$ cat config.mk
export PLATFORM = sky130hd
export DESIGN_NAME = display_scan_mux_flat
export DESIGN_NICKNAME = d
export VERILOG_FILES = /design/src/rtl/display_scan_mux_if.sv /design/src/rtl/display_scan_mux.sv /design/src/flat_wrapper.sv
export SDC_FILE = /design/constraint.sdc
export NUM_CORES = 1
export LEC_CHECK = 0
export BUFFER_PORTS_ARGS = -buffer_cell sky130_fd_sc_hd__buf_2
export CORE_MARGIN = 4
export CORE_UTILIZATION = 53
export DETAILED_ROUTE_END_ITERATION = 16
export PLACE_DENSITY_LB_ADDON = 0.3
export SLEW_MARGIN = 20
export SYNTH_ARGS = -nofsm -noshare
export SYNTH_HDL_FRONTEND = slang
export SYNTH_SLANG_ARGS = --single-unit
$ cat constraint.sdc
create_clock -name clk -period 2.5 [get_ports clk]
set_clock_uncertainty 0.1 [all_clocks]
set_input_delay 0 -clock clk [delete_from_list [all_inputs] [get_ports clk]]
set_output_delay 0 -clock clk [all_outputs]
set_load 0.05 [all_outputs]
$ cat src/rtl/display_scan_mux_if.sv
// ----------------------------------------------------------------------------
// display_scan_mux_if
//
// Bundles the panel-facing signals of the display scanner.
//
//   enable      scanning runs when 1; display dark and state frozen when 0
//   mode_sel    0 = source A (drink), 1 = source B (sensor)
//   digits_a    source A hex nibbles, digit i = bits [4i+3:4i]
//   digits_b    source B hex nibbles, same packing
//   blank_mask  1 = digit i always dark
//   blink_mask  1 = digit i dark during the blink-off phase
//   an          digit select pins (one-hot when active)
//   seg         segment pins {a,b,c,d,e,f,g}, seg[6] = a
//   frame_tick  one-cycle pulse per completed frame
//
// The master modport is the control side (drink/sensor logic). The slave
// modport is the scanner itself.
// ----------------------------------------------------------------------------
interface display_scan_mux_if #(
    parameter int NUM_DIGITS = 4
);
    logic                      enable;
    logic                      mode_sel;
    logic [4*NUM_DIGITS-1:0]   digits_a;
    logic [4*NUM_DIGITS-1:0]   digits_b;
    logic [NUM_DIGITS-1:0]     blank_mask;
    logic [NUM_DIGITS-1:0]     blink_mask;
    logic [NUM_DIGITS-1:0]     an;
    logic [6:0]                seg;
    logic                      frame_tick;

    modport master (
        output enable,
        output mode_sel,
        output digits_a,
        output digits_b,
        output blank_mask,
        output blink_mask,
        input  an,
        input  seg,
        input  frame_tick
    );

    modport slave (
        input  enable,
        input  mode_sel,
        input  digits_a,
        input  digits_b,
        input  blank_mask,
        input  blink_mask,
        output an,
        output seg,
        output frame_tick
    );
endinterface

$ cat src/rtl/display_scan_mux.sv
// ----------------------------------------------------------------------------
// display_scan_mux
//
// Time-multiplexed 7-segment scanner for the dispenser front panel. Each
// digit owns a slot of PRESCALE clk cycles. The first cycle of every slot is
// a dead cycle (no anode, no segments) so the previous digit's pattern never
// ghosts onto the next anode. The source (drink or sensor) is latched once
// per frame, so a mode change never tears a frame. Blinking toggles every
// BLINK_FRAMES frames.
//
// Ports:
//   clk   system clock
//   rst   asynchronous reset, active-high
//   bus   display_scan_mux_if.slave: enable, mode_sel, digits_a/b,
//         blank_mask, blink_mask in; an, seg, frame_tick out
//
// an/seg/frame_tick are registered and lag the scan state by one cycle.
// ----------------------------------------------------------------------------
module display_scan_mux #(
    parameter int NUM_DIGITS     = 4,      // 2..8
    parameter int PRESCALE       = 50000,  // clk cycles per digit slot, >= 2
    parameter int SEG_ACTIVE_LOW = 1,      // 1 = segment lit when pin low
    parameter int AN_ACTIVE_LOW  = 1,      // 1 = digit selected when pin low
    parameter int BLINK_FRAMES   = 64      // frames per blink half-period, >= 1
) (
    input  logic               clk,
    input  logic               rst,
    display_scan_mux_if.slave  bus
);

    localparam int CW = $clog2(PRESCALE);
    localparam int IW = $clog2(NUM_DIGITS);
    localparam int FW = (BLINK_FRAMES > 1) ? $clog2(BLINK_FRAMES) : 1;

    localparam logic [CW-1:0] CNT_LAST  = CW'(PRESCALE - 1);
    localparam logic [IW-1:0] IDX_LAST  = IW'(NUM_DIGITS - 1);
    localparam logic [FW-1:0] FCNT_LAST = FW'(BLINK_FRAMES - 1);

    // Pin levels for "not selected" and "not lit". XOR-ing a logical
    // (active-high) pattern with these yields the pin pattern.
    localparam logic [NUM_DIGITS-1:0] AN_OFF =
        (AN_ACTIVE_LOW != 0) ? {NUM_DIGITS{1'b1}} : {NUM_DIGITS{1'b0}};
    localparam logic [6:0] SEG_OFF =
        (SEG_ACTIVE_LOW != 0) ? 7'h7F : 7'h00;

    // ------------------------------------------------------------------------
    // Hex to logical segment pattern {a,b,c,d,e,f,g}
    // ------------------------------------------------------------------------
    function automatic logic [6:0] hex_decode(input logic [3:0] nib);
        logic [6:0] pat;
        case (nib)
            4'h0:    pat = 7'b1111110;
            4'h1:    pat = 7'b0110000;
            4'h2:    pat = 7'b1101101;
            4'h3:    pat = 7'b1111001;
            4'h4:    pat = 7'b0110011;
            4'h5:    pat = 7'b1011011;
            4'h6:    pat = 7'b1011111;
            4'h7:    pat = 7'b1110000;
            4'h8:    pat = 7'b1111111;
            4'h9:    pat = 7'b1111011;
            4'hA:    pat = 7'b1110111;
            4'hB:    pat = 7'b0011111;
            4'hC:    pat = 7'b1001110;
            4'hD:    pat = 7'b0111101;
            4'hE:    pat = 7'b1001111;
            default: pat = 7'b1000111;
        endcase
        return pat;
    endfunction

    // ------------------------------------------------------------------------
    // Scan state
    // ------------------------------------------------------------------------
    logic [CW-1:0]         cnt_q,  cnt_d;
    logic [IW-1:0]         idx_q,  idx_d;
    logic                  mode_q, mode_d;
    logic [FW-1:0]         fcnt_q, fcnt_d;
    logic                  blink_ph_q, blink_ph_d;

    logic [NUM_DIGITS-1:0] an_q,  an_d;
    logic [6:0]            seg_q, seg_d;
    logic                  frame_tick_q, frame_tick_d;

    logic                  slot_end;
    logic                  frame_end;
    logic                  lit;
    logic [3:0]            nibble;
    logic [NUM_DIGITS-1:0] onehot;

    assign slot_end  = (cnt_q == CNT_LAST);
    assign frame_end = slot_end && (idx_q == IDX_LAST);

    // Next-state logic for the counters and per-frame latches.
    always_comb begin
        // NOTE: every signal gets a default first so no path leaves it
        // unassigned; otherwise synthesis infers a latch.
        cnt_d      = cnt_q;
        idx_d      = idx_q;
        mode_d     = mode_q;
        fcnt_d     = fcnt_q;
        blink_ph_d = blink_ph_q;

        if (bus.enable) begin
            if (slot_end) begin
                cnt_d = '0;
                idx_d = (idx_q == IDX_LAST) ? '0 : idx_q + IW'(1);
            end else begin
                cnt_d = cnt_q + CW'(1);
            end

            // Source and blink phase only change between frames, so a
            // frame is always drawn from one consistent source.
            if (frame_end) begin
                mode_d = bus.mode_sel;
                if (fcnt_q == FCNT_LAST) begin
                    fcnt_d     = '0;
                    blink_ph_d = ~blink_ph_q;
                end else begin
                    fcnt_d = fcnt_q + FW'(1);
                end
            end
        end
    end

    // Output decode from the current state; registered below.
    always_comb begin
        nibble = mode_q ? bus.digits_b[{idx_q, 2'b00} +: 4]
                        : bus.digits_a[{idx_q, 2'b00} +: 4];
        onehot = {{(NUM_DIGITS-1){1'b0}}, 1'b1} << idx_q;

        // cnt_q == 0 is the anti-ghosting dead cycle. Blanking wins over
        // blinking simply because either one darkens the digit.
        lit = (cnt_q != '0)
              && bus.enable
              && !bus.blank_mask[idx_q]
              && !(blink_ph_q && bus.blink_mask[idx_q]);

        an_d         = lit ? (onehot ^ AN_OFF) : AN_OFF;
        seg_d        = lit ? (hex_decode(nibble) ^ SEG_OFF) : SEG_OFF;
        frame_tick_d = bus.enable && frame_end;
    end

    // NOTE: state is updated with non-blocking assignments so every register
    // samples the pre-edge values; blocking here would create order-dependent
    // races between the flops.
    always_ff @(posedge clk or posedge rst) begin
        if (rst) begin
            cnt_q        <= '0;
            idx_q        <= '0;
            mode_q       <= 1'b0;
            fcnt_q       <= '0;
            blink_ph_q   <= 1'b0;
            // NOTE: pins are reset to their inactive levels, not to zero, so
            // the panel is dark immediately on reset for either polarity.
            an_q         <= AN_OFF;
            seg_q        <= SEG_OFF;
            frame_tick_q <= 1'b0;
        end else begin
            cnt_q        <= cnt_d;
            idx_q        <= idx_d;
            mode_q       <= mode_d;
            fcnt_q       <= fcnt_d;
            blink_ph_q   <= blink_ph_d;
            an_q         <= an_d;
            seg_q        <= seg_d;
            frame_tick_q <= frame_tick_d;
        end
    end

    assign bus.an         = an_q;
    assign bus.seg        = seg_q;
    assign bus.frame_tick = frame_tick_q;

endmodule

$ cat src/flat_wrapper.sv
// flat-port wrapper written by rule: the top's interface ports become plain ports
module display_scan_mux_flat 
#(
    parameter int NUM_DIGITS     = 4,             
    parameter int PRESCALE       = 50000,                                    
    parameter int SEG_ACTIVE_LOW = 1,                                     
    parameter int AN_ACTIVE_LOW  = 1,                                        
    parameter int BLINK_FRAMES   = 64                                           
)
  (clk, rst, bus_enable, bus_mode_sel, bus_digits_a, bus_digits_b, bus_blank_mask, bus_blink_mask, bus_an, bus_seg, bus_frame_tick);
  display_scan_mux_if #(.NUM_DIGITS(NUM_DIGITS)) bus_i ();
  input  logic clk;
  input  logic rst;
  input wire logic [$bits(bus_i.enable)-1:0] bus_enable;
  input wire logic [$bits(bus_i.mode_sel)-1:0] bus_mode_sel;
  input wire logic [$bits(bus_i.digits_a)-1:0] bus_digits_a;
  input wire logic [$bits(bus_i.digits_b)-1:0] bus_digits_b;
  input wire logic [$bits(bus_i.blank_mask)-1:0] bus_blank_mask;
  input wire logic [$bits(bus_i.blink_mask)-1:0] bus_blink_mask;
  output wire logic [$bits(bus_i.an)-1:0] bus_an;
  output wire logic [$bits(bus_i.seg)-1:0] bus_seg;
  output wire logic [$bits(bus_i.frame_tick)-1:0] bus_frame_tick;
  assign bus_i.enable = bus_enable;
  assign bus_i.mode_sel = bus_mode_sel;
  assign bus_i.digits_a = bus_digits_a;
  assign bus_i.digits_b = bus_digits_b;
  assign bus_i.blank_mask = bus_blank_mask;
  assign bus_i.blink_mask = bus_blink_mask;
  assign bus_an = bus_i.an;
  assign bus_seg = bus_i.seg;
  assign bus_frame_tick = bus_i.frame_tick;
  display_scan_mux #(.NUM_DIGITS(NUM_DIGITS), .PRESCALE(PRESCALE), .SEG_ACTIVE_LOW(SEG_ACTIVE_LOW), .AN_ACTIVE_LOW(AN_ACTIVE_LOW), .BLINK_FRAMES(BLINK_FRAMES)) u_core (.clk(clk), .rst(rst), .bus(bus_i));
endmodule
==> results of run 1 <==
routing by layer:
metal	up-vias	wire (µm)	GRT usage
met5	-	0	0
met4	0	34	0.0423
met3	4	237	0.0602
met2	45	2440	0.293
met1	832	2140	0.256
li1	852	-	-
path summary, 6_finish.rpt:
kind,depth (start not counted),end,slack [ns],startpoint
max in group asynchronous,4,u_core.bus.an[0]$_DFF_PP1_,1.70,rst
hold reg to reg,1,u_core.blink_ph_q$_DFFE_PP0P_,0.38,u_core.blink_ph_q$_DFFE_PP0P_
setup / recovery,8,u_core.bus.seg[3]$_DFF_PP1_,0.16,u_core.mode_q$_DFFE_PP0P_
setup reg to reg,8,u_core.bus.seg[3]$_DFF_PP1_,0.16,u_core.mode_q$_DFFE_PP0P_
hold / removal,5,u_core.bus.seg[5]$_DFF_PP1_,0.22,bus_blank_mask[3]
min in group asynchronous,4,u_core.cnt_q[6]$_DFFE_PP0P_,0.24,rst
area by class of cell:
class | instances | area (µm²)
Sequential cell | 38 | 966
Inverter | 11 | 41.3
Multi-Input combinational cell | 149 | 1220
Timing Repair Buffer | 64 | 350
Fill cell | 314 | 1330
Clock buffer | 7 | 86.3
Tap cell | 50 | 62.6
Clock inverter | 1 | 30.0
kinds of logic after synthesis:
| kind of cell | Yosys count |
|---|---|
| compound gates | 17 |
| xor+xnor | 18 |
| fa+ha+maj | 13 |
| buf+inv | 19 |
| flops | 38 |
| mux | 22 |
| simple gates | 79 |
critical path, stage by stage (launching register included):
cell,delay [ns]
sky130_fd_sc_hd__dfrtp_2,0.45
sky130_fd_sc_hd__mux4_2,0.51
sky130_fd_sc_hd__mux2_4,0.32
sky130_fd_sc_hd__inv_1,0.15
sky130_fd_sc_hd__ha_1,0.17
sky130_fd_sc_hd__inv_1,0.06
sky130_fd_sc_hd__mux2_1,0.30
sky130_fd_sc_hd__mux2i_1,0.15
sky130_fd_sc_hd__nand2_1,0.08
power groups by stage:
stage / Sequential, mW / Combinational, mW / Clock [mW]
final: 0.779 / 0.354 / 0.537
after global routing: 0.790 / 0.397 / 0.581
after CTS: 0.778 / 0.358 / 0.548
after detailed placement: 0.788 / 0.352 / 0
after global placement: 0.787 / 0.340 / 0
after floorplan: 0.800 / 0.233 / 0
cells in the final DEF (no fill, tap or decap), drive strengths merged, types with 3 or more instances in the layout:
cell         Yosys  layout
xor2             7       7
nor2            15      15
xnor2           11      11
o221ai           3       3
mux2             6       6
ha              13      13
mux4            10      10
clkbuf           1       7
o211ai           3       3
dfrtp           27      27
nor4             6       6
nand4            5       5
nand3           10      10
inv             11      11
nand2           22      22
dlygate4sd3      0       3
and2             6       6
o21ai            6       6
mux2i            6       6
buf              7      61
dfstp           11      11
nor3             4       4
sequential cells by signal (all words and copies together) (netlist names):
signal / cells
u_core.bus.an: 4
u_core.bus.seg: 7
u_core.idx_q: 2
u_core.mode_q: 1
u_core.fcnt_q: 6
u_core.blink_ph_q: 1
u_core.bus.frame_tick: 1
u_core.cnt_q: 16
per-stage QoR:
| step | setup slack (ns) | utilization | std cells | area (µm²) | power [mW] |
|---|---|---|---|---|---|
| floorplan | 0.305 | - | 206 | 2270 | 1.03 |
| global placement | 0.202 | 0.639 | 309 | 2610 | 1.13 |
| detailed placement | 0.102 | 0.639 | 309 | 2610 | 1.14 |
| CTS | 0.0275 | 0.675 | 320 | 2760 | 1.68 |
| global route | 0.0366 | 0.675 | 320 | 2760 | 1.77 |
| finish | 0.156 | 0.675 | 320 | 2760 | 1.67 |
repair_timing:
item | in CTS | in global routing
endpoints found under the hold margin | 31 | 0
hold buffers | 3 | 0
setup endpoints to repair | 0 | 1
gates resized for setup | 0 | 2
==> out/metrics.json, run 1 <==
{
  "power.switching_fraction": 0.294,
  "postRouteAntennaNets": 0,
  "period_minus_slack_ns": 2.34,
  "cts.path.max_buffers": 2,
  "layout_worst_path_cycle_share": 0.937,
  "syn_area_mm2": 0.00227,
  "synth_top_family_by_area": "simple AND/OR/NAND/NOR gates",
  "diodes": 0,
  "synth_simple_gate_area_frac": 0.178,
  "initial_antenna_violation_count": 0,
  "avgRoutedWirePerCell_um": 15.1,
  "max-cap-violations": 0,
  "yosys.cell_count.top_type": "sky130_fd_sc_hd__dfrtp_1",
  "via_count": 1733,
  "grt_first_pass_wirelength_um": 7710,
  "synth_area_leaders": "sky130_fd_sc_hd__dfrtp_1 30%, sky130_fd_sc_hd__dfstp_2 13%, sky130_fd_sc_hd__mux4_2 7.9%",
  "synthArstFlopShare": 1.00,
  "synthesized_area_fraction_occupied_by_ao_oa_aoi_and_oai_cells": 0.0512,
  "htree_levels": 2,
  "io_buffers": 55,
  "die_h_um": 73.5,
  "die_x_um": 73.5,
  "run_status": "completed",
  "synthesis.area_per_instance_um2": 11.0,
  "power.static_leakage_nw": 1.29,
  "crit_path_start_kind": "register",
  "place_congestion": 0.835,
  "yosys_register_bits": 38,
  "min-delay-path-class": "in -> reg",
  "p_seq_frac": 0.466,
  "cts.sink_count": 38,
  "path_max_fanout": 6,
  "effective_utilization_at_floorplan": 0.557,
  "synthesis.nets": 263,
  "setup_viol": 0,
  "fin_hold_ws_ns": 0.223,
  "path_clk_slew_ns": 0.07,
  "route.detailed.drc": 0,
  "vias_in_the_first_global_route": 1690,
  "netlist.area_leader.share": 0.297,
  "dominantRegCellSynth": "sky130_fd_sc_hd__dfrtp_1",
  "synthesis.instances": 206,
  "yosys-top-cells-count": "27 x sky130_fd_sc_hd__dfrtp_1, 22 x sky130_fd_sc_hd__nand2_1, 15 x sky130_fd_sc_hd__nor2_1",
  "synthAdderAreaFrac": 0.0715,
  "power_frac_clock": 0.322,
  "dp_hpwl_um": 3680,
  "final.setup.tns_ns": 0,
  "std_cell_rows": 23,
  "synth_largest_area_cell": "sky130_fd_sc_hd__dfrtp_1",
  "rsz0062_at_grt": "false",
  "synth_enable_flop_cells": 0,
  "count_of_distinct_cell_types_in_the_synthesized_netlist": 44,
  "crit_path_class": "reg -> reg",
  "worstSetupEndpointType": "register",
  "gr-usage-all-layers": 0.188,
  "area_growth_pct": 21.3,
  "achievable-frequency_ghz": 0.427,
  "total_switching_power_mw": 0.492,
  "clk_root_buffer_cell": "sky130_fd_sc_hd__clkbuf_8",
  "synth_seq_area_share": 0.424,
  "post_dr_vias_cell": 5.42,
  "yosys-mux-area-fraction": 0.167,
  "cts_buf_count": 5,
  "drive_above_1_share": 0.367,
  "detailedRoute.firstPassIterationCount": 4,
  "post_synth_xor_area_fraction": 0.0693,
  "intPower_mw": 1.18,
  "max-vdd-ir-drop_mv": 0.324,
  "critical_path_arrival_ns": 2.46,
  "cts.repair_timing.setup_buffer_count": 0,
  "worst_skew_pair.late_latency_ns": 0.30,
  "drt_first_iter_violations": 98,
  "synth.yosys.warnings": 0,
  "design.portCount": 56,
  "finalNetCount": 326,
  "worstMarginPinSlew_ns": 0.619,
  "maximum_number_of_pins_on_one_net_before_global_route_repair": 39,
  "detail_route.wirelength_um": 4850,
  "critPathRequiredTime_ns": 2.62,
  "hold_violations": 0,
  "floorplan.core_area_mm2": 0.00409,
  "pwr_density_cell_mw_per_mm2": 605,
  "grt_overflow_total": 0,
  "tritoncts": "yes",
  "slew_viol_final": 0,
  "share_comb_of_total_power": 0.212,
  "die_area_mm2": 0.00540,
  "slew_headroom": 0.584
}
No activity file was read; power rests on OpenSTA's default activity.
==> inputs of run 2 (changes only) <==
- clock period: 2.5 -> 2.65 ns (I/O delays scaled with it)
==> run 2 against run 1 <==
  * Non-clock buffer count down 1
  * Count of clock-buffer cells in the layout down 1
  * Worst setup slack better by 0.024 ns
  * Via count up 0.98%
  * Maximum frequency down 5.1%
  * Routed wire length up 0.60%
==> out/metrics.json, run 2 (synthesis results as in run 1) <==
{
  "critPathMostFrequentCell": "sky130_fd_sc_hd__nand2_1",
  "area_growth_pct": 19.4,
  "critical_path_arrival": {"value": 2.59, "unit": "ns", "change": "+0.13 ns"},
  "critPathRequiredTime": {"value": 2.77, "unit": "ns", "change": "+0.15 ns"},
  "achievable-frequency": {"value": 0.405, "unit": "GHz", "change": "-5.1%"},
  "die_h": {"value": 73.5, "unit": "µm", "change": "unchanged"},
  "worst_skew_pair.late_latency": {"value": 0.29, "unit": "ns", "change": "about the same"},
  "placedCellCount": {"value": 308, "change": "-0.32%"},
  "min-delay-path-class": "in -> async",
  "dpl_worst_slack": {"value": 0.206, "unit": "ns", "change": "+0.104 ns"},
  "diodes": {"value": 0, "change": "unchanged"},
  "critical_path.n_buffers_inverters": {"value": 1, "change": "-1"},
  "most-common-layout-cells": "55 x sky130_fd_sc_hd__buf_2, 27 x sky130_fd_sc_hd__dfrtp_1, 22 x sky130_fd_sc_hd__nand2_1, 15 x sky130_fd_sc_hd__nor2_1, 13 x sky130_fd_sc_hd__ha_1",
  "place_congestion": {"value": 0.831, "change": "-0.43%"},
  "worstMarginPinSlew": {"value": 0.575, "unit": "ns", "change": "-0.0433 ns"},
  "max-vdd-ir-drop": {"value": 0.327, "unit": "mV", "change": "+0.76%"},
  "timing.critical_path.depth": {"value": 8, "change": "unchanged"},
  "final_cells": {"value": 319, "change": "-0.31%"},
  "period_minus_slack": {"value": 2.47, "unit": "ns", "change": "+0.126 ns"},
  "htree_levels": {"value": 2, "change": "unchanged"},
  "path_clk_slew": {"value": 0.08, "unit": "ns", "change": "about the same"},
  "crit_path_start_kind": "register",
  "cts.path.max_buffers": {"value": 2, "change": "unchanged"},
  "post_dr_vias_cell": {"value": 5.49, "change": "+1.3%"},
  "detailedRoute.firstPassIterationCount": {"value": 4, "change": "unchanged"},
  "io_buffers": {"value": 55, "change": "unchanged"},
  "effective_utilization_at_floorplan": {"value": 0.557, "change": "unchanged"},
  "timing.critical_path.cells": "mux4_1, nand2_1, and2_1, inv_1, ha_1, mux2_1, mux2i_1, nand2_1",
  "max-cap-violations": {"value": 0, "change": "unchanged"},
  "gr-usage-all-layers": {"value": 0.195, "change": "+0.00732"},
  "largest-register": "u_core.cnt_q",
  "postRouteAntennaNets": {"value": 0, "change": "unchanged"},
  "via_count": {"value": 1750, "change": "+0.98%"},
  "design.portCount": {"value": 56, "change": "unchanged"},
  "grt_overflow_total": {"value": 0, "change": "unchanged"},
  "pwr_density_cell": {"value": 533, "unit": "mW/mm²", "change": "-12%"},
  "finalNetCount": {"value": 325, "change": "-0.31%"},
  "timing.reg2reg.worst_path_depth": {"value": 8, "change": "unchanged"},
  "drt_first_iter_violations": {"value": 153, "change": "+56%"},
  "layout_worst_path_cycle_share": {"value": 0.932, "change": "-0.00546"},
  "rsz0062_at_grt": "false",
  "die_area": {"value": 0.00540, "unit": "mm²", "change": "unchanged"},
  "final_core_utilization": {"value": 0.664, "change": "-0.0107"},
  "run_status": "completed",
  "largest_reg_flops": {"value": 16, "change": "unchanged"},
  "detail_route.wirelength": {"value": 4880, "unit": "µm", "change": "+0.60%"},
  "cp_top_family": "multiplexers",
  "slew_viol_final": {"value": 0, "change": "unchanged"},
  "setup_viol": {"value": 0, "change": "unchanged"},
  "power.static_leakage": {"value": 1.27, "unit": "nW", "change": "-1.5%"},
  "vias_in_the_first_global_route": {"value": 1766, "change": "+4.5%"},
  "drive_above_1_share": {"value": 0.361, "change": "-0.00607"},
  "avgRoutedWirePerCell": {"value": 15.3, "unit": "µm", "change": "+0.91%"},
  "clk_root_buffer_cell": "sky130_fd_sc_hd__clkbuf_8",
  "path_max_fanout": {"value": 6, "change": "unchanged"},
  "timing.final.ws_setup": {"value": 0.180, "unit": "ns", "change": "+0.0238 ns"},
  "cts.sink_count": {"value": 38, "change": "unchanged"},
  "critical_path.slowest_cell": "sky130_fd_sc_hd__mux4_1",
  "crit_path_class": "reg -> reg",
  "grt_first_pass_wirelength": {"value": 8160, "unit": "µm", "change": "+5.8%"},
  "floorplan.core_area": {"value": 0.00409, "unit": "mm²", "change": "unchanged"},
  "maximum_number_of_pins_on_one_net_before_global_route_repair": {"value": 29, "change": "-26%"},
  "slew_headroom": {"value": 0.613, "change": "+0.0291"},
  "layout.filler_cells": {"value": 328, "change": "+4.5%"},
  "hold_violations": {"value": 0, "change": "unchanged"},
  "initial_antenna_violation_count": {"value": 0, "change": "unchanged"},
  "std_cell_rows": {"value": 23, "change": "unchanged"},
  "fin_area": {"value": 0.00272, "unit": "mm²", "change": "-1.6%"},
  "fin_hold_ws": {"value": 0.203, "unit": "ns", "change": "-0.0206 ns"},
  "tritoncts": "yes",
  "cts_buf_count": {"value": 5, "change": "unchanged"},
  "worstSetupEndpointType": "register",
  "cts.repair_timing.setup_buffer_count": {"value": 0, "change": "unchanged"},
  "final_common_cell": "sky130_fd_sc_hd__buf_2",
  "total_power": {"value": 1.45, "unit": "mW", "change": "-13%"},
  "slowest_delay": {"value": 0.61, "unit": "ns", "change": "+0.10 ns"},
  "final.setup.tns": {"value": 0, "unit": "ns", "change": "unchanged"},
  "die_x": {"value": 73.5, "unit": "µm", "change": "unchanged"},
  "route.detailed.drc": {"value": 0, "change": "unchanged"},
  "dpl-instance-area": {"value": 0.00260, "unit": "mm²", "change": "-0.29%"},
  "dp_hpwl": {"value": 3780, "unit": "µm", "change": "+2.8%"}
}
-- run 2: changes by cell type in the layout (fill, tap and decap cells not counted), sizes merged --
cell and change:
bufinv -1, clkbuf -1, clkinv +2, buf -1
-- run 2: worst register-to-register path, cell delays in order (launching register included) --
cell and delay [ns]:
sky130_fd_sc_hd__dfrtp_1 0.50, sky130_fd_sc_hd__mux4_1 0.62, sky130_fd_sc_hd__nand2_1 0.08, sky130_fd_sc_hd__and2_1 0.22, sky130_fd_sc_hd__inv_1 0.12, sky130_fd_sc_hd__ha_1 0.24, sky130_fd_sc_hd__mux2_1 0.30, sky130_fd_sc_hd__mux2i_1 0.16
sky130_fd_sc_hd__nand2_1 0.07
-- run 2: repair_timing --
| action | 4_1_cts | 5_1_grt |
|---|---|---|
| resized for setup | 0 | 0 |
| hold buffers | 3 | 0 |
| hold endpoints to repair | 31 | 0 |
-- run 2: worst paths after layout --
check / slack (ns) / to / startpoint
max in group asynchronous: 1.61 / u_core.bus.an[0]$_DFF_PP1_ / rst
hold / removal: 0.20 / u_core.cnt_q[2]$_DFFE_PP0P_ / rst
hold reg to reg: 0.38 / u_core.blink_ph_q$_DFFE_PP0P_ / u_core.blink_ph_q$_DFFE_PP0P_
setup reg to reg: 0.18 / u_core.bus.seg[3]$_DFF_PP1_ / u_core.mode_q$_DFFE_PP0P_
min in group clk: 0.22 / u_core.bus.seg[3]$_DFF_PP1_ / bus_blank_mask[3]
setup / recovery: 0.18 / u_core.bus.seg[3]$_DFF_PP1_ / u_core.mode_q$_DFFE_PP0P_
-- run 2: metal layers --
metal	up-vias	wire, µm	global-route usage
met3	15	207	0.0410
li1	852	-	-
met5	-	0	0
met1	835	2140	0.264
met2	48	2390	0.305
met4	0	138	0.0785
-- run 2: power by group --
| group | internal (mW) | switching (mW) |
|---|---|---|
| sequential | 0.656 | 0.0770 |
| clock | 0.182 | 0.195 |
| combinational | 0.149 | 0.187 |
-- run 2: final cells by class --
cell class	instances	area, µm²	area share
tap	50	62.6	0.0230
sequential	38	965	0.355
clock inverter	2	10.0	0.00369
inverter	11	41.3	0.0152
multi-input combinational	149	1220	0.450
clock buffer	6	72.6	0.0267
timing repair buffer	63	343	0.126
==> inputs of run 3 (changes only) <==
- CELL_PAD_IN_SITES_DETAIL_PLACEMENT: not set -> 1
- CELL_PAD_IN_SITES_GLOBAL_PLACEMENT: not set -> 2
- CORE_UTILIZATION: 53 -> 34
==> run 3 against run 2 <==
  * Critical path type unchanged
  * Core utilization is 23 points lower
  * Maximum frequency rose by 1.3%
  * Flip-flop and latch count unchanged
  * Highest routed layer unchanged
  * Sequential share of layout area is 0.63 points lower
  * Critical endpoint unchanged
  * Largest power group unchanged
  * Non-clock buffer count increased by 1
  * Final area rose by 1.8%
  * First-iteration DRC count fell by 52%
  * Worst setup slack improved by 0.033 ns
  * Routed wire length rose by 10%
  * Critical path depth did not move
  * Cell count increased by 8.8%
  * Die area increased by 49%
==> out/metrics.json, run 3 (synthesis results as in run 1) <==
{
  "run_status": "completed",
  "die_h": {"value": 89.8, "unit": "µm", "change": "+22%"},
  "critPathMostFrequentCell": "sky130_fd_sc_hd__nand2_1",
  "fin_hold_ws": {"value": 0.213, "unit": "ns", "change": "+0.0104 ns"},
  "io_buffers": {"value": 55, "change": "unchanged"},
  "largest-register": "u_core.cnt_q",
  "final_cells": {"value": 347, "change": "+8.8%"},
  "crit_path_class": "reg -> reg",
  "htree_levels": {"value": 2, "change": "unchanged"},
  "die_x": {"value": 89.8, "unit": "µm", "change": "+22%"},
  "reg2reg_slack": {"value": 0.21, "unit": "ns", "change": "+0.03 ns"},
  "clk_root_buffer_cell": "sky130_fd_sc_hd__clkbuf_8",
  "p_seq_frac": {"value": 0.496, "change": "-0.011"},
  "cts.repair_timing.setup_buffer_count": {"value": 0, "change": "unchanged"},
  "gr-usage-all-layers": {"value": 0.142, "change": "-0.0533"},
  "largest_reg_flops": {"value": 16, "change": "unchanged"},
  "total_switching_power": {"value": 0.476, "unit": "mW", "change": "+3.6%"},
  "std_cell_rows": {"value": 29, "change": "+26%"},
  "placedCellCount": {"value": 336, "change": "+9.1%"},
  "timing.critical_path.cells": "mux4_1, nand2_1, and2_1, inv_1, ha_1, mux2_1, mux2i_1, nand2_1",
  "layout.filler_cells": {"value": 736, "change": "+120%"},
  "critical_path.slowest_cell": "sky130_fd_sc_hd__mux4_1",
  "min-delay-path-class": "in -> async",
  "setup_viol": {"value": 0, "change": "unchanged"},
  "slew_headroom": {"value": 0.586, "change": "-0.0270"},
  "vias_in_the_first_global_route": {"value": 1966, "change": "+11%"},
  "tritoncts": "yes",
  "die_area": {"value": 0.00806, "unit": "mm²", "change": "+49%"},
  "slew_viol_final": {"value": 0, "change": "unchanged"},
  "final.setup.tns": {"value": 0, "unit": "ns", "change": "unchanged"},
  "via_count": {"value": 1774, "change": "+1.4%"},
  "timing.final.ws_setup": {"value": 0.213, "unit": "ns", "change": "+0.0329 ns"},
  "cts.sink_count": {"value": 38, "change": "unchanged"},
  "cp_top_family": "multiplexers",
  "grt_overflow_total": {"value": 0, "change": "unchanged"},
  "design.portCount": {"value": 56, "change": "unchanged"},
  "maximum_number_of_pins_on_one_net_before_global_route_repair": {"value": 25, "change": "-14%"},
  "critical_path.n_buffers_inverters": {"value": 1, "change": "unchanged"},
  "dp_hpwl": {"value": 4220, "unit": "µm", "change": "+12%"},
  "effective_utilization_at_floorplan": {"value": 0.354, "change": "-0.202"},
  "intPower": {"value": 1.02, "unit": "mW", "change": "+2.9%"},
  "path_clk_slew": {"value": 0.08, "unit": "ns", "change": "about the same"},
  "slowest_delay": {"value": 0.59, "unit": "ns", "change": "-0.02 ns"},
  "post_cts_hold_buffer_count": {"value": 3, "change": "unchanged"},
  "diodes": {"value": 0, "change": "unchanged"},
  "worstSetupEndpointType": "register",
  "power.switching_fraction": {"value": 0.319, "change": "+0.00156"},
  "finalNetCount": {"value": 326, "change": "+0.31%"},
  "worst_skew_pair.late_latency": {"value": 0.28, "unit": "ns", "change": "about the same"},
  "route.detailed.drc": {"value": 0, "change": "unchanged"},
  "critical_path_arrival": {"value": 2.55, "unit": "ns", "change": "-0.04 ns"},
  "hold_violations": {"value": 0, "change": "unchanged"},
  "area_growth_pct": 21.5,
  "layout_worst_path_cycle_share": {"value": 0.920, "change": "-0.0124"},
  "final_common_cell": "sky130_fd_sc_hd__buf_2",
  "max-vdd-ir-drop": {"value": 0.168, "unit": "mV", "change": "-49%"},
  "worstMarginPinSlew": {"value": 0.615, "unit": "ns", "change": "+0.0401 ns"},
  "cts.path.max_buffers": {"value": 2, "change": "unchanged"},
  "critPathRequiredTime": {"value": 2.76, "unit": "ns", "change": "about the same"},
  "detailedRoute.firstPassIterationCount": {"value": 4, "change": "unchanged"},
  "pwr_density_cell": {"value": 540, "unit": "mW/mm²", "change": "+1.3%"},
  "floorplan.core_area": {"value": 0.00642, "unit": "mm²", "change": "+57%"},
  "period_minus_slack": {"value": 2.44, "unit": "ns", "change": "-0.0329 ns"},
  "detail_route.wirelength": {"value": 5370, "unit": "µm", "change": "+10%"},
  "power_frac_clock": {"value": 0.278, "change": "+0.017"},
  "avgRoutedWirePerCell": {"value": 15.5, "unit": "µm", "change": "+1.2%"},
  "achievable-frequency": {"value": 0.410, "unit": "GHz", "change": "+1.3%"},
  "most-common-layout-cells": "55 x sky130_fd_sc_hd__buf_2, 27 x sky130_fd_sc_hd__dfrtp_1, 22 x sky130_fd_sc_hd__nand2_1, 15 x sky130_fd_sc_hd__nor2_1, 13 x sky130_fd_sc_hd__ha_1",
  "path_max_fanout": {"value": 6, "change": "unchanged"},
  "drt_first_iter_violations": {"value": 74, "change": "-52%"},
  "dpl_worst_slack": {"value": 0.214, "unit": "ns", "change": "+0.00870 ns"},
  "crit_path_start_kind": "register",
  "drive_above_1_share": {"value": 0.356, "change": "-0.00504"},
  "resized_gates_after_cts": {"value": 0, "change": "unchanged"},
  "max-cap-violations": {"value": 0, "change": "unchanged"},
  "place_congestion": {"value": 0.728, "change": "-12%"},
  "initial_antenna_violation_count": {"value": 0, "change": "unchanged"},
  "share_comb_of_total_power": {"value": 0.226, "change": "-0.006"},
  "rsz0062_at_grt": "false",
  "power.static_leakage": {"value": 1.28, "unit": "nW", "change": "+0.46%"},
  "post_dr_vias_cell": {"value": 5.11, "change": "-6.8%"},
  "postRouteAntennaNets": {"value": 0, "change": "unchanged"},
  "cts_buf_count": {"value": 5, "change": "unchanged"},
  "grt_first_pass_wirelength": {"value": 9600, "unit": "µm", "change": "+18%"}
}
## run 3: routing by layer
metal,GRT usage,wire length (µm),vias up,part of all wire
met5,0,0,-,0
met4,0.0268,20,0,0.0037
met3,0.0326,257,4,0.048
met2,0.235,2610,40,0.49
met1,0.192,2480,879,0.46
li1,-,-,851,-
## run 3: final cells by class
| cell class | count | area (µm²) | area share |
|---|---|---|---|
| Timing Repair Buffer | 64 | 350 | 0.127 |
| Tap cell | 77 | 96.3 | 0.0349 |
| Clock buffer | 8 | 90.1 | 0.0326 |
| Multi-Input combinational cell | 149 | 1220 | 0.442 |
| Sequential cell | 38 | 965 | 0.349 |
| Inverter | 11 | 41.3 | 0.0149 |
## run 3: worst register-to-register path: stages, from the launching register on
cell and delay [ns]:
sky130_fd_sc_hd__dfrtp_1 0.49, sky130_fd_sc_hd__mux4_1 0.59, sky130_fd_sc_hd__nand2_1 0.08, sky130_fd_sc_hd__and2_1 0.24, sky130_fd_sc_hd__inv_1 0.13, sky130_fd_sc_hd__ha_1 0.24
sky130_fd_sc_hd__mux2_1 0.29, sky130_fd_sc_hd__mux2i_1 0.13, sky130_fd_sc_hd__nand2_1 0.07
## run 3: final timing paths
check / startpoint / endpoint / cells past startpoint
max: u_core.mode_q$_DFFE_PP0P_ / u_core.bus.seg[3]$_DFF_PP1_ / 8
min: rst / u_core.cnt_q[3]$_DFFE_PP0P_ / 3
max reg2reg: u_core.mode_q$_DFFE_PP0P_ / u_core.bus.seg[3]$_DFF_PP1_ / 8
min reg2reg: u_core.blink_ph_q$_DFFE_PP0P_ / u_core.blink_ph_q$_DFFE_PP0P_ / 1
max in group asynchronous: rst / u_core.bus.seg[5]$_DFF_PP1_ / 4
min in group clk: bus_blank_mask[0] / u_core.bus.seg[5]$_DFF_PP1_ / 5
## run 3: power groups by stage
| stage | Clock, mW | Sequential [mW] | Combinational (mW) |
|---|---|---|---|
| 2_1_floorplan | 0 | 0.755 | 0.220 |
| 3_3_place_gp | 0 | 0.747 | 0.326 |
| 3_5_place_dp | 0 | 0.749 | 0.340 |
| 4_1_cts | 0.434 | 0.740 | 0.345 |
| 5_1_grt | 0.469 | 0.754 | 0.382 |
| 6_report | 0.414 | 0.739 | 0.338 |
## run 3: stage by stage
stage / instance area, µm² / total power [mW] / utilization
floorplan: 2270 / 0.974 / -
global placement: 2640 / 1.07 / 0.412
detailed placement: 2640 / 1.09 / 0.412
CTS: 2760 / 1.52 / 0.430
global route: 2760 / 1.61 / 0.430
finish: 2760 / 1.49 / 0.430
